--- config.mk ---
export PLATFORM = sky130hd
export DESIGN_NAME = usb_tx_control_fsm
export DESIGN_NICKNAME = d
export VERILOG_FILES = /design/src/rtl/usb_tx_control_fsm.sv
export SDC_FILE = /design/constraint.sdc
export NUM_CORES = 1
export LEC_CHECK = 0
export CAP_MARGIN = 30
export CORE_MARGIN = 5
export CORE_UTILIZATION = 45
export DETAILED_ROUTE_END_ITERATION = 8
export HOLD_SLACK_MARGIN = 0.05
export PLACE_DENSITY = 0.74
export SLEW_MARGIN = 5
export SYNTH_ARGS = -nofsm -noshare
export SYNTH_HDL_FRONTEND = slang
export SYNTH_SLANG_ARGS = --single-unit
--- constraint.sdc ---
create_clock -name clk -period 2 [get_ports clk]
set_input_delay 0.4 -clock clk [delete_from_list [all_inputs] [get_ports clk]]
set_output_delay 0.4 -clock clk [all_outputs]
set_load 0.02 [all_outputs]
--- src/rtl/usb_tx_control_fsm.sv ---
// usb_tx_control_fsm: USB full-speed transmit control, serialising SYNC/PID/payload/CRC16/EOP
module usb_tx_control_fsm #(
    parameter int MAX_PACKET = 64
) (
    input  logic       clk,
    input  logic       n_rst,
    input  logic       tx_start,
    input  logic [2:0] tx_packet,
    input  logic [6:0] buffer_occupancy,
    input  logic [7:0] tx_packet_data,
    input  logic       shift_en,
    output logic       get_tx_packet_data,
    output logic       tx_bit,
    output logic       tx_eop,
    output logic       tx_active,
    output logic       tx_done,
    output logic       tx_error
);
    typedef enum logic [3:0] {IDLE, SYNC, PID, DATA, CRC_HI, CRC_LO, EOP1, EOP2, IDLE_J} state_t;

    state_t      state, next_state;
    logic [2:0]  bit_cnt, pkt;
    logic [6:0]  byte_cnt;
    logic [7:0]  shreg, pid, cur_byte;
    logic [15:0] crc;
    logic        pop_pend, is_data, req_data, start_ok, start_bad, underflow, byte_end, byte_state;

    assign is_data    = pkt == 3'd1 || pkt == 3'd2;
    assign req_data   = tx_packet == 3'd1 || tx_packet == 3'd2;
    assign start_ok   = state == IDLE && tx_start && tx_packet != 3'd0 && tx_packet[2:1] != 2'b11;
    assign start_bad  = state == IDLE && tx_start && tx_packet[2:1] == 2'b11;
    assign underflow  = state == DATA && pop_pend && buffer_occupancy == 7'd0;
    assign byte_end   = shift_en && bit_cnt == 3'd7;
    assign byte_state = state inside {SYNC, PID, DATA, CRC_HI, CRC_LO};
    assign cur_byte   = pop_pend ? tx_packet_data : shreg;
    assign tx_active  = state != IDLE;
    assign get_tx_packet_data = state == DATA && pop_pend && buffer_occupancy != 7'd0;
    assign pid = pkt == 3'd1 ? 8'hC3 : pkt == 3'd2 ? 8'h4B : pkt == 3'd3 ? 8'hD2 : pkt == 3'd4 ? 8'h5A : 8'h1E;

    // next-state selection and the serial bit driven in the current state
    always_comb begin
        next_state = state;
        tx_bit     = 1'b1;
        tx_eop     = 1'b0;
        case (state)
            IDLE:   next_state = start_ok ? SYNC : IDLE;
            SYNC: begin
                tx_bit = bit_cnt == 3'd7;
                if (byte_end) next_state = PID;
            end
            PID: begin
                tx_bit = pid[bit_cnt];
                if (byte_end) next_state = !is_data ? EOP1 : byte_cnt != 7'd0 ? DATA : CRC_HI;
            end
            DATA: begin
                tx_bit = cur_byte[bit_cnt];
                if (underflow) next_state = EOP1;
                else if (byte_end && byte_cnt == 7'd1) next_state = CRC_HI;
            end
            CRC_HI: begin
                tx_bit = ~crc[{1'b1, ~bit_cnt}];
                if (byte_end) next_state = CRC_LO;
            end
            CRC_LO: begin
                tx_bit = ~crc[{1'b0, ~bit_cnt}];
                if (byte_end) next_state = EOP1;
            end
            EOP1, EOP2: begin
                tx_bit = 1'b0;
                tx_eop = 1'b1;
                if (shift_en) next_state = state == EOP1 ? EOP2 : IDLE_J;
            end
            IDLE_J: if (shift_en) next_state = IDLE;
            default: next_state = IDLE;
        endcase
    end

    // state, counters, payload/CRC registers and one-cycle status pulses
    always_ff @(posedge clk or negedge n_rst) begin
        if (!n_rst) begin
            state    <= IDLE;
            bit_cnt  <= '0;
            pkt      <= '0;
            byte_cnt <= '0;
            shreg    <= '0;
            crc      <= 16'hFFFF;
            pop_pend <= 1'b0;
            tx_done  <= 1'b0;
            tx_error <= 1'b0;
        end else begin
            state    <= next_state;
            bit_cnt  <= next_state != state ? 3'd0 : (shift_en && byte_state) ? bit_cnt + 3'd1 : bit_cnt;
            pop_pend <= next_state == DATA && (state != DATA || byte_end);
            tx_done  <= state == IDLE_J && shift_en;
            tx_error <= start_bad || underflow;
            if (start_ok) pkt <= tx_packet;
            if (start_ok) byte_cnt <= !req_data ? 7'd0 : buffer_occupancy > 7'(MAX_PACKET) ? 7'(MAX_PACKET) : buffer_occupancy;
            else if (state == DATA && byte_end) byte_cnt <= byte_cnt - 7'd1;
            if (get_tx_packet_data) shreg <= tx_packet_data;
            if (state == IDLE && tx_start) crc <= 16'hFFFF;
            else if (state == DATA && shift_en && !underflow) crc <= {crc[14:0], 1'b0} ^ ((tx_bit ^ crc[15]) ? 16'h8005 : 16'h0000);
        end
    end
endmodule

After elaboration in Yosys (flattened, before gate mapping)
Index checks and enable logic that the tools add are counted.

Flip-flop bits (word level): 44.

Equal/unequal tests: 21. Magnitude comparators: 4. Reduce and logical (&&, ||, !) cells: 31. Bitwise gates (word level): 5. Mux-type cells: 37. $add $sub $neg: 2.

Operator list (count): 16-bit 2-to-1 mux (3); 4-bit 2-to-1 mux (9); 7-bit 2-to-1 mux (5); 8-bit 2-to-1 mux (4); 4-bit case mux with 8 select lines (1); 4-bit by 3-bit equality test with 1-bit output, second input constant (4); 16-bit XOR (1); 1-bit logical AND (15); 7-bit nonzero test (2); 1-bit binary-select mux with 3-bit select (4); 4-bit by 2-bit equality test with 1-bit output, second input constant (3); 3-bit 2-to-1 mux (4); 3-bit by 2-bit equality test with 1-bit output, second input constant (3); 7-bit by 1-bit equality test with 1-bit output, second input constant (1); 7-bit greater-than comparator, second input constant (1); 7-bit zero test (1); 7-bit by 1-bit subtractor with 7-bit output, second input constant (1); 3-bit by 1-bit equality test with 1-bit output, second input constant (2); 3-bit equality test, second input constant (2); 1-bit 2-to-1 mux (6); 1-bit case mux with 6 select lines (1); 2-bit nonzero test (3); 3-bit by 5-bit less-than comparator with 1-bit output, second input constant (1); 4-bit by 5-bit less-than comparator with 1-bit output, second input constant (1); other kinds (18) (22).

Longest topological paths before layout
Word-level depth: 13. Mapped depth: 9. Depth with buffers taken out: 9.

Worst setup path after synthesis
Ideal clock, no wire load.

Path kind: reg-to-output. Start: register bit_cnt[0]. End: output tx_bit. Data required time: 1600 ps. Cell stages (with the launch flop): 8. Path buffers: 0. Arrival: 1889 ps. Setup slack: -289 ps. Cell sequence: dfrtp_1 > ha_1 > ha_1 > nand2b_1 > a31oi_1 > o41ai_4 > nor4_4 > inv_1.

Cells in the longest elaborated chain, start to end: 5. Elaborated cells on any way between the ends: 13.

Ends and longest elaborated chain: start, declared (RTL line 22) `logic [2:0] bit_cnt, pkt;`; start signal, assigned (RTL line 92) `bit_cnt <= next_state != state ? 3'd0 : (shift_en && byte_state) ? bit_cnt + 3'd1 : bit_cnt;`; 3-bit inverter (RTL line 61, 65); 1-bit binary-select mux with 3-bit select, on equally long branches (RTL line 65, 61); 1-bit 2-to-1 mux, on equally long branches (RTL line 65, 61); 1-bit inverter, on equally long branches (RTL line 65, 61); 1-bit case mux with 6 select lines (*) (RTL line 45) `case (state)`; end, declared (RTL line 13) `output logic tx_bit,`.

Mark *: on every way between the ends. The rest lies on a longest branch, timed or not. The select of a mux whose other input is x is not followed.

Final worst setup path
Ends and elaborated chain as after synthesis.

==> impl_summary.md <==
Outcome
The run finished, with violations left. The checks that failed: setup timing.

Yosys
The cell count after synthesis is around 310. The commonest cells after synthesis are 59 x sky130_fd_sc_hd__nand2_1, 34 x sky130_fd_sc_hd__nor2_1, 28 x sky130_fd_sc_hd__dfrtp_1. After synthesis the cells add up to 0.002789 sq mm. The synthesized design devotes to its leading area cell type between 20% and 30% of total area. sky130_fd_sc_hd__dfrtp_1 takes more of the synthesized area than any other cell.

The share of flip-flops with an asynchronous set or reset is 100.0%. After synthesis the netlist holds a flip-flop and latch count of 44. The number of different library cells in the post-synthesis netlist is 65. The commonest register cell after synthesis is sky130_fd_sc_hd__dfrtp_1. The most common cell in the netlist is sky130_fd_sc_hd__nand2_1. Sorting the synthesized cells by area gives the leading types as sky130_fd_sc_hd__dfrtp_1 25%, sky130_fd_sc_hd__dfstp_2 15%, sky130_fd_sc_hd__nand2_1 7.9%.

Yosys mapped a number of flops with a built-in enable equal to 0. The sequential-to-total area share from yosys stat is between 40% and 50%. The number of nets produced by synthesis is 334. The yosys synthesis warning count is 0. A synthesized cell averages between 9 and 10 sq um.

Pwr
Dividing total power by cell area gives a power density of about 1300 mW/mm^2. IR analysis of the VDD net gives a maximum drop of about 0.9 mV. For this design the static power due to leakage is between 1.5 and 2 nW. The total power is between 0.005 and 0.006 W.

STA
Clock skew on the completed layout was measured at 7.061 ps. In the finished design, the share of the clock period the worst path needs comes to 128.3%. The smallest clock period supported by the final layout is computed as about 2600 ps. The worst relative slew slack is roughly three fifths. Final hold analysis gives a worst-case slack of 165.4 ps. The worst-case setup margin in the final layout is -566.0 ps. The highest clock rate is between 300 and 400 MHz. The final setup violation count is 33.

At the pin with the least slew margin, the transition time is 577.6 ps. The final hold violation count was 0. The max-slew violation count is 0. Setup repair after global routing could not meet its margin everywhere.

Global routing
Global routing finished with a remaining overflow of 0. Entering global routing, the biggest net connects 45 pins. The via count of the first global-routing pass is about 2.9k. The combined global-route utilization of all metal layers is 21.23%. The first global-routing pass estimated 13060 microns of wire. The initial antenna violation count is 0.

Placement
The final estimated routing congestion in global placement is 0.9166. The placement-stage cell area is 0.003715 sq mm. Timing analysis after detailed placement gives a worst setup slack of -903.2 ps. The count of buffers added on input and output ports is 27. The HPWL after detailed placement is 5585 microns.

Detailed routing
The average routed wire per standard cell is about 17 microns. Summing over every cut layer, the via total after detailed routing is roughly 2.8k. For this block, the initial DRC count from the detailed router was 103.

The number of detailed-routing iterations run before antenna repair is 4. The wire length after detailed routing is between 8000 and 9000 microns. The total DRC errors in the routed layout is 0. Dividing the detail-routed via count by the number of cells gives 5.519. In this run the remaining antenna-violating nets after routing total 0.

Clocking
Counting every sink on the clock net gives between 40 and 50. The CTS buffer count is 5. The deepest level of the CTS H-tree is 2. The clock tree root buffer cell is sky130_fd_sc_hd__clkbuf_8.

The buffer levels on the longest clock path is 2. The clock-pin slew on the worst setup and hold paths is roughly 90 ps. The TritonCTS clock tree is yes.

The number of hold buffers added after CTS is 0. Clock latency on the worst-skew pair, taken at its later pin, is 300 ps.

Floorplanning
The area of the core is 0.005991 sq mm. The total I/O pin count is 28. The number of placement rows is 28. The floorplan die area is between 0.007 and 0.008 sq mm. In this run the horizontal extent of the chip is 88.73 microns. The height of the die is 88.73 microns. For this configuration, the core starts out at a cell density of 46.55%.

Layout
The number of filler instances in the final layout is 408. The post-synthesis to final-layout area growth is 57.65%. The total inserted antenna cells is 0.

The final design instance area without fill is ~0.0044 sq mm. The share of final-layout standard cells stronger than drive strength 1 is between 40% and 50%. At the end of the flow, the number of nets in the layout was roughly 460.

Critical path
The worst setup path is of the register to output port kind. Tracing the worst setup path back leads to its startpoint at bit_cnt[0]. The maximum fanout along the worst path is 4.

The worst setup path is captured at an output port. The data arrival at the endpoint of the critical path is about 2200 ps. The launching point of the worst reg2reg path is bit_cnt[0]. The kind of start point of the critical path is a register. STA puts the critical path data required time at roughly 1600 ps.

Run
The tool flagged a number of max-cap violations equal to 0.

Hold path
The type of the worst min-delay path is primary input to async pin.
-- metrics by stage --
step	TNS (ps)	util, %	instances
after floorplan	-336.5	-	307
after global placement	-11320	62.01	478
after detailed placement	-12210	62.01	478
after CTS	-2632	68.19	496
after global routing	-7107	73.39	505
final	-4928	73.39	505
-- flip-flops by register name, summed over array words and instances (netlist names) --
register / flops
crc: 16
shreg: 8
byte_cnt: 7
state: 4
bit_cnt: 3
pkt: 3
pop_pend: 1
tx_done: 1
tx_error: 1
-- power by group --
part           internal [W]  total [W]  switching, W
registers           0.00131    0.00156      0.000243
clock network      0.000321   0.000664      0.000342
logic               0.00178    0.00341       0.00163
total               0.00342    0.00563       0.00221
-- critical path, cell delays in order, from the launching register on --
cell and delay (ps):
sky130_fd_sc_hd__dfrtp_2 440, sky130_fd_sc_hd__buf_6 140, sky130_fd_sc_hd__ha_4 160, sky130_fd_sc_hd__ha_4 150, sky130_fd_sc_hd__nand2b_4 140, sky130_fd_sc_hd__a31oi_4 180
sky130_fd_sc_hd__o41ai_4 130, sky130_fd_sc_hd__nor4_4 330, sky130_fd_sc_hd__inv_2 60, sky130_fd_sc_hd__buf_6 130
-- final timing paths --
kind	endpoint	slack, ps	cells past startpoint
setup / recovery	tx_bit	-570	9
hold / removal	byte_cnt[2]	170	2
setup reg to reg	crc[2]	-370	10
hold reg to reg	shreg[1]	480	2
max in group asynchronous	bit_cnt[1]	1400	2
min in group clk	byte_cnt[3]	360	3
-- per-layer routing --
metal | vias to the layer above | routed length [microns] | global-route usage, %
li1 | 1341 | - | -
met1 | 1383 | 3708 | 26.18
met2 | 55 | 4648 | 39.27
met3 | 8 | 278 | 2.328
met4 | 0 | 61 | 5.220
met5 | - | 0 | 0
-- timing repair --
| item | 4_1_cts | 5_1_grt |
|---|---|---|
| setup endpoints to repair | 25 | 35 |
| cloned | 0 | 1 |
| buffers inserted | 11 | 12 |
| pin swaps | 18 | 19 |
| resized for setup | 84 | 77 |
-- placed cells by master, fill, tap and decap left out, types with 3 or more instances in the layout --
cell type                          n
sky130_fd_sc_hd__nor2_1           22
sky130_fd_sc_hd__a21o_1            3
sky130_fd_sc_hd__dfrtp_1          25
sky130_fd_sc_hd__nand2_2           5
sky130_fd_sc_hd__nor3_1            5
sky130_fd_sc_hd__o21ai_1          12
sky130_fd_sc_hd__nand3_1           9
sky130_fd_sc_hd__dfrtp_2           3
sky130_fd_sc_hd__nand2_4           3
sky130_fd_sc_hd__nor2_2            5
sky130_fd_sc_hd__and3_1            3
sky130_fd_sc_hd__a31oi_1           5
sky130_fd_sc_hd__and3_4            4
sky130_fd_sc_hd__nand2_1          51
sky130_fd_sc_hd__o21ai_2           5
sky130_fd_sc_hd__xnor2_1           3
sky130_fd_sc_hd__a21oi_1           7
sky130_fd_sc_hd__buf_6            17
sky130_fd_sc_hd__mux2i_1          10
sky130_fd_sc_hd__a21oi_2           4
sky130_fd_sc_hd__inv_1             8
sky130_fd_sc_hd__mux4_2            3
sky130_fd_sc_hd__buf_4            88
sky130_fd_sc_hd__dfstp_2          16
sky130_fd_sc_hd__clkbuf_8          5
sky130_fd_sc_hd__clkdlybuf4s50_1  16
sky130_fd_sc_hd__buf_2             3
sky130_fd_sc_hd__nand3_4           3
sky130_fd_sc_hd__nor2_4            8
sky130_fd_sc_hd__ha_1              3
-- cell families after synthesis --
| family | count (synthesis) | share of synthesized area (%) |
|---|---|---|
| AO/OA/AOI/OAI | 65 | 16.02 |
| XOR/XNOR | 5 | 2.109 |
| adder cells (fa/ha/maj) | 5 | 2.243 |
| buffers and inverters | 27 | 5.293 |
| flip-flops | 44 | 40.20 |
| multiplexers | 18 | 9.376 |
| AND/OR/NAND/NOR | 143 | 24.77 |
-- cell type report --
class	count	area (sq um)	area share [%]
clock buffer	6	93.84	2.134
clock inverter	2	11.26	0.2561
inverter	11	46.29	1.053
multi-input combinational	236	1912	43.48
sequential	44	1125	25.58
tap	75	93.84	2.134
timing repair buffer	131	1115	25.36
Note: power is estimated with default switching activity, not from simulation.
